==> src/rtl/wb_csr_slave_pkg.sv <==
// Shared bus widths, state/decode enums and the index classifier for the
// Wishbone CSR responder.
package wb_csr_pkg;

    localparam int WB_DW = 32;
    localparam int WB_AW = 32;

    localparam logic [WB_DW-1:0] UNMAPPED_RDATA = 32'hBADA_DD12;

    typedef enum logic [1:0] {
        IDLE,
        WAIT,
        ACK
    } state_e;

    typedef enum logic [1:0] {
        CTRL,
        STATUS,
        UNMAPPED
    } idx_class_e;

    // Control words sit first, status words follow, everything above is a hole.
    function automatic idx_class_e classify_idx(input int idx, input int num_ctrl,
                                                input int num_status);
        idx_class_e cls;
        if (idx < num_ctrl) begin
            cls = CTRL;
        end else if (idx < num_ctrl + num_status) begin
            cls = STATUS;
        end else begin
            cls = UNMAPPED;
        end
        return cls;
    endfunction

endpackage

==> src/rtl/wb_csr_slave.sv <==
// Wishbone CSR responder: RW control bank plus RO status window, each hit
// answered by one single-cycle ack after a fixed latency.
module wb_csr_slave
    import wb_csr_pkg::*;
#(
    parameter logic [WB_AW-1:0]          BASE_ADDR   = 32'h8000_0000,
    parameter int                        ADDR_W      = 8,
    parameter int                        NUM_CTRL    = 8,
    parameter int                        NUM_STATUS  = 8,
    parameter int                        ACK_LATENCY = 1,
    parameter logic [NUM_CTRL*WB_DW-1:0] CTRL_RESET  = '0
) (
    input  logic                           clk,
    input  logic                           rst_n,
    input  logic                           wb_cyc_i,
    input  logic                           wb_stb_i,
    input  logic [WB_AW-1:0]               wb_adr_i,
    input  logic [WB_DW-1:0]               wb_dat_i,
    input  logic                           wb_we_i,
    output logic [WB_DW-1:0]               wb_dat_o,
    output logic                           wb_ack_o,
    output logic [NUM_CTRL*WB_DW-1:0]      ctrl_o,
    output logic [NUM_CTRL-1:0]            ctrl_wr_o,
    input  logic [NUM_STATUS*WB_DW-1:0]    status_i,
    output logic [NUM_STATUS-1:0]          status_rd_o
);

    localparam logic [3:0] LAT = 4'(ACK_LATENCY);

    if (NUM_CTRL + NUM_STATUS > (1 << ADDR_W)) begin : g_bad_map
        $error("wb_csr_slave: NUM_CTRL+NUM_STATUS exceeds 2^ADDR_W");
    end
    if (ACK_LATENCY < 0 || ACK_LATENCY > 15) begin : g_bad_latency
        $error("wb_csr_slave: ACK_LATENCY must be 0..15");
    end
    if (BASE_ADDR[ADDR_W-1:0] != '0) begin : g_bad_base
        $error("wb_csr_slave: BASE_ADDR not aligned to 2^ADDR_W");
    end

    state_e                  state_reg, state_next;
    logic [3:0]              cnt_reg, cnt_next;
    logic [ADDR_W-1:0]       idx_reg, idx_next;
    logic                    we_reg, we_next;
    logic [WB_DW-1:0]        wdat_reg, wdat_next;
    logic                    ack_reg, ack_next;
    logic [WB_DW-1:0]        rdata_reg, rdata_next;
    logic [NUM_CTRL-1:0]     ctrl_wr_reg, ctrl_wr_next;
    logic [NUM_STATUS-1:0]   status_rd_reg, status_rd_next;

    logic                    hit;
    idx_class_e              idx_class;
    logic [NUM_CTRL-1:0]     ctrl_sel;
    logic [NUM_STATUS-1:0]   status_sel;
    logic [WB_DW-1:0]        ctrl_rd_word;
    logic [WB_DW-1:0]        status_rd_word;

    assign hit = wb_cyc_i & wb_stb_i &
                 (wb_adr_i[WB_AW-1:ADDR_W] == BASE_ADDR[WB_AW-1:ADDR_W]);

    assign idx_class = classify_idx(32'(idx_reg), NUM_CTRL, NUM_STATUS);

    // One-hot selects of the captured index, reused for read muxing and strobes.
    for (genvar gi = 0; gi < NUM_CTRL; gi++) begin : g_ctrl_sel
        assign ctrl_sel[gi] = (idx_reg == ADDR_W'(gi));
    end
    for (genvar gi = 0; gi < NUM_STATUS; gi++) begin : g_status_sel
        assign status_sel[gi] = (idx_reg == ADDR_W'(NUM_CTRL + gi));
    end

    always_comb begin
        ctrl_rd_word   = '0;
        status_rd_word = '0;
        for (int k = 0; k < NUM_CTRL; k++) begin
            if (ctrl_sel[k]) begin
                ctrl_rd_word = ctrl_rd_word | ctrl_o[k*WB_DW +: WB_DW];
            end
        end
        for (int k = 0; k < NUM_STATUS; k++) begin
            if (status_sel[k]) begin
                status_rd_word = status_rd_word | status_i[k*WB_DW +: WB_DW];
            end
        end
    end

    always_comb begin
        state_next     = state_reg;
        cnt_next       = cnt_reg;
        idx_next       = idx_reg;
        we_next        = we_reg;
        wdat_next      = wdat_reg;
        ack_next       = 1'b0;
        rdata_next     = rdata_reg;
        ctrl_wr_next   = '0;
        status_rd_next = '0;

        case (state_reg)
            IDLE: begin
                // The cycle carrying ack is still busy; new hits wait until it drops.
                if (hit && !ack_reg) begin
                    idx_next  = wb_adr_i[ADDR_W-1:0];
                    we_next   = wb_we_i;
                    wdat_next = wb_dat_i;
                    if (LAT == 4'd0) begin
                        state_next = ACK;
                    end else begin
                        cnt_next   = LAT;
                        state_next = WAIT;
                    end
                end
            end
            WAIT: begin
                if (!wb_cyc_i) begin
                    state_next = IDLE;
                    cnt_next   = '0;
                end else if (cnt_reg == 4'd1) begin
                    state_next = ACK;
                    cnt_next   = '0;
                end else begin
                    cnt_next = cnt_reg - 4'd1;
                end
            end
            ACK: begin
                // The edge leaving this state raises ack, so commits happen here.
                state_next = IDLE;
                if (wb_cyc_i) begin
                    ack_next = 1'b1;
                    if (we_reg) begin
                        rdata_next = '0;
                        if (idx_class == CTRL) begin
                            ctrl_wr_next = ctrl_sel;
                        end
                    end else begin
                        case (idx_class)
                            CTRL: rdata_next = ctrl_rd_word;
                            STATUS: begin
                                rdata_next     = status_rd_word;
                                status_rd_next = status_sel;
                            end
                            default: rdata_next = UNMAPPED_RDATA;
                        endcase
                    end
                end
            end
            default: state_next = IDLE;
        endcase
    end

    always_ff @(posedge clk or negedge rst_n) begin
        if (!rst_n) begin
            state_reg     <= IDLE;
            cnt_reg       <= '0;
            idx_reg       <= '0;
            we_reg        <= 1'b0;
            wdat_reg      <= '0;
            ack_reg       <= 1'b0;
            rdata_reg     <= '0;
            ctrl_wr_reg   <= '0;
            status_rd_reg <= '0;
        end else begin
            state_reg     <= state_next;
            cnt_reg       <= cnt_next;
            idx_reg       <= idx_next;
            we_reg        <= we_next;
            wdat_reg      <= wdat_next;
            ack_reg       <= ack_next;
            rdata_reg     <= rdata_next;
            ctrl_wr_reg   <= ctrl_wr_next;
            status_rd_reg <= status_rd_next;
        end
    end

    for (genvar gi = 0; gi < NUM_CTRL; gi++) begin : g_ctrl
        logic [WB_DW-1:0] ctrl_reg;

        always_ff @(posedge clk or negedge rst_n) begin
            if (!rst_n) begin
                ctrl_reg <= CTRL_RESET[gi*WB_DW +: WB_DW];
            end else if (ctrl_wr_next[gi]) begin
                ctrl_reg <= wdat_reg;
            end
        end

        assign ctrl_o[gi*WB_DW +: WB_DW] = ctrl_reg;
    end

    assign wb_ack_o    = ack_reg;
    assign wb_dat_o    = rdata_reg;
    assign ctrl_wr_o   = ctrl_wr_reg;
    assign status_rd_o = status_rd_reg;

endmodule
==> config.mk <==
export PLATFORM = sky130hd
export DESIGN_NAME = wb_csr_slave
export DESIGN_NICKNAME = d
export VERILOG_FILES = /design/src/rtl/wb_csr_slave_pkg.sv /design/src/rtl/wb_csr_slave.sv
export SDC_FILE = /design/constraint.sdc
export NUM_CORES = 1
export LEC_CHECK = 0
export CAP_MARGIN = 20
export CORE_AREA = 4 4 246 248
export CTS_CLUSTER_SIZE = 28
export DETAILED_ROUTE_END_ITERATION = 16
export DIE_AREA = 0 0 250 252
export MAX_ROUTING_LAYER = met4
export PLACE_DENSITY = 0.58
export SETUP_SLACK_MARGIN = 0.5
export SLEW_MARGIN = 20
export SYNTH_ARGS = -nofsm -noshare
export SYNTH_HDL_FRONTEND = slang
export SYNTH_SLANG_ARGS = --single-unit
==> constraint.sdc <==
create_clock -name clk -period 3.03 [get_ports clk]
set_input_delay 0.4545 -clock clk [delete_from_list [all_inputs] [get_ports clk]]
set_output_delay 0.4545 -clock clk [all_outputs]
set_load 0.03 [all_outputs]
==> results.sh <==
export IMPL_start_util_pct=30.1
export IMPL_synth_common_cells="dfrtp_1, mux2_2, nand3_1"
export IMPL_grt_pass1_vias=17700
export IMPL_grt_use_total_pct=30.9
export IMPL_hpwlAfterDp_um=73100
export IMPL_syn_instance_count=1467
export IMPL_antenna_found_initial=14
export IMPL_start_kind="flop"
export IMPL_hold_end="idx_reg[3]"
export IMPL_netlist_area_mm2=0.0176
export IMPL_gr_usage_met3_pct=10.1
export IMPL_syn_num_nets=1794
export IMPL_gr_usage_met1_pct=37.1
export IMPL_hold_path_class="input pin to flop"
export IMPL_clk_pin_slew_worst_paths_ns=0.06
export IMPL_synth_cell_types=67
export IMPL_worstHoldStart="wb_adr_i[3]"
export IMPL_maxSlewViolCount=0
export IMPL_dp_cells=2850
export IMPL_drc_errors=0
export IMPL_fin_cells=2941
export IMPL_ys_seq_area_share_pct=50.0
export IMPL_reg2reg_depth=5
export IMPL_required_ns=3.42
export IMPL_ctsLongestPathBuffers=3
export IMPL_min_period_ns=2.57
export IMPL_clock_skew_ns=0.0147
export IMPL_io_pins=630
export IMPL_grt_max_degree=71
export IMPL_tns_ns=0
export IMPL_power_leakage_nw=11.8
export IMPL_portBuffers=629
export IMPL_synth_edf_count=0
export IMPL_dieArea_mm2=0.0630
export IMPL_cp_max_fo=22
export IMPL_drt_pass1_iterations=6
export IMPL_clock_tree_root_cell="clkbuf_16"
export IMPL_finalCritPeriodShare_pct=84.9
export IMPL_synth_most_common_cell="dfrtp_1"
export IMPL_max_slew_margin_pct=34.6
export IMPL_drtIter0Drc=1682
export IMPL_yosysTopAreaCellShare_pct=50.0
export IMPL_status="finished, final reports clean"
export IMPL_numCtsBuffers=41
export IMPL_drive_above_1_share_pct=25.9
export IMPL_synthArstFlopShare_pct=100
export IMPL_via_count=17000
export IMPL_worst_slew_pin_slew_ns=0.980
export IMPL_cts_sinks=352
export IMPL_die_w_um=250
export IMPL_ff_latch_area_mm2=0.00882
export IMPL_viasPerCell=5.79
export IMPL_crit_arrival_ns=2.97
export IMPL_multi_input_area_mm2=0.00838
export IMPL_grt_pass1_wl_um=136000
export IMPL_setup_violations=0
export IMPL_die_height_um=252
export IMPL_max_vdd_ir_drop_mv=0.243
export IMPL_routed_wl_um=98900
export IMPL_synth_seq_cells=352
export IMPL_fill_cells=5488
export IMPL_fin_nets=2463
export IMPL_hold_viol_final=0
export IMPL_syn_avg_cell_area_um2=12.0
export IMPL_ys_flop_type="dfrtp_1"
export IMPL_criticalPathCategory="flop to flop"
export IMPL_rr_endpoint="wb_dat_o[10]"
export IMPL_core_area_mm2=0.0585
export IMPL_max_freq_mhz=389
export IMPL_cap_violations=0
export IMPL_rsz0062_at_grt="true"
export IMPL_holdPathStages=3
export IMPL_fp_row_count=89
export IMPL_regToRegStartpoint="idx_reg[3]"
export IMPL_largest_reg_flops=256
export IMPL_synth_top_area_cell="dfrtp_1"
export IMPL_ys_warn_count=0
export IMPL_htreeDepth=2
export IMPL_use_met2_pct=49.7
export IMPL_gp_congestion=0.935
export IMPL_end_kind="flop"
export IMPL_p_per_area_mw_per_mm2=375
export IMPL_ant_nets=0
export IMPL_ff2ff_setup_slack_ns=0.46
export IMPL_busiest_layer="met2"
export IMPL_cts_tree="built"
export IMPL_avgRoutedWirePerCell_um=33.6
export IMPL_overflow=0
export IMPL_netlist_top_cells_area="dfrtp_1, mux2_2, mux2i_1, nand3_1, mux4_2"
export IMPL_clk_latency_ns=0.56
export IMPL_syn2layout_area_growth_pct=52.7
routing by layer:
layer | vias up | part of all wire, %
li1 | 7005 | -
met1 | 8687 | 39
met2 | 1132 | 47
met3 | 207 | 11
met4 | 0 | 3.7
met5 | - | 0
cell families (layout without fill, tap and decap cells):
logic type	after synthesis	count (layout)	synth area share, %
muxes	401	401	26.1
DFF	352	352	50.0
AOI/OAI and AO/OA	300	300	12.5
and+or+nand+nor	281	281	7.98
buffers and inverters	131	826	3.27
adders and majority gates	2	2	0.142
other	0	6	0
area by class of cell:
type                    instances  area share [%]
inverters                       8           0.112
clock inverters                10           0.312
well taps                     773            3.60
repair buffers                749            27.7
flip-flops and latches        352            32.8
clock buffers                  59            4.25
diodes                          6          0.0558
multi-input cells             984            31.1
how the worst max path moves through the flow:
stage,from,to,slack [ns],cells after the start
after global placement,wb_cyc_i,g_ctrl[5].ctrl_reg[30],0.19,7
after detailed placement,wb_cyc_i,g_ctrl[5].ctrl_reg[8],0.16,7
after floorplan,idx_reg[5],wb_dat_o[5],0.92,7
after CTS,idx_reg[3],wb_dat_o[12],0.45,5
final,idx_reg[3],wb_dat_o[10],0.46,5
after global routing,idx_reg[5],wb_dat_o[29],0.45,8
critical path: stages, from the launching register on:
cell and delay [ns]:
dfrtp_4 0.71, buf_4 0.46, nand2_2 0.30, buf_4 0.29, a211oi_1 0.57, a221oi_2 0.06
what timing repair did:
action | 4_1_cts | 5_1_grt
hold buffers | 1 | 0
pin swaps | 2 | 2
buffers inserted | 5 | 10
gates resized for setup | 8 | 8
hold endpoints to repair | 63 | 0
endpoints found under the setup margin | 178 | 54
where the power goes:
| part | internal, mW | switching (mW) |
|---|---|---|
| Combinational | 0.431 | 0.247 |
| Sequential | 4.70 | 0.00000217 |
| Clock | 2.70 | 2.02 |
| Total | 7.83 | 2.26 |
placed cells by master (no fill, tap or decap), types with 8 or more instances in the layout:
cell type,count
a211oi_1,10
a21oi_1,48
a221o_1,9
a221oi_1,31
a22o_1,15
a22oi_1,32
a31oi_1,25
a32o_1,8
a32oi_1,14
buf_12,16
buf_4,98
clkbuf_1,13
clkbuf_16,41
clkdlybuf4s50_1,628
dfrtp_1,348
inv_1,8
mux2_2,327
mux2i_1,60
mux4_2,14
nand2_1,62
nand3_1,72
nand4_1,22
nor2_1,31
nor2_4,8
nor3_1,18
nor4_1,8
o211ai_1,9
o21ai_0,33
o22ai_1,15
metrics by stage:
stage	hold slack [ns]	instance area [µm²]	util, %	total power [mW]	worst slack [ns]
after floorplan	0.159	17600	-	4.86	0.920
after global placement	0.471	25400	43.5	5.46	0.189
after detailed placement	0.479	25400	43.5	5.46	0.160
after CTS	0.433	26700	45.7	10.2	0.455
after global routing	0.469	26900	46.0	10.4	0.449
final	0.455	26900	46.0	10.1	0.458
Power figures use the tool's default switching activity.
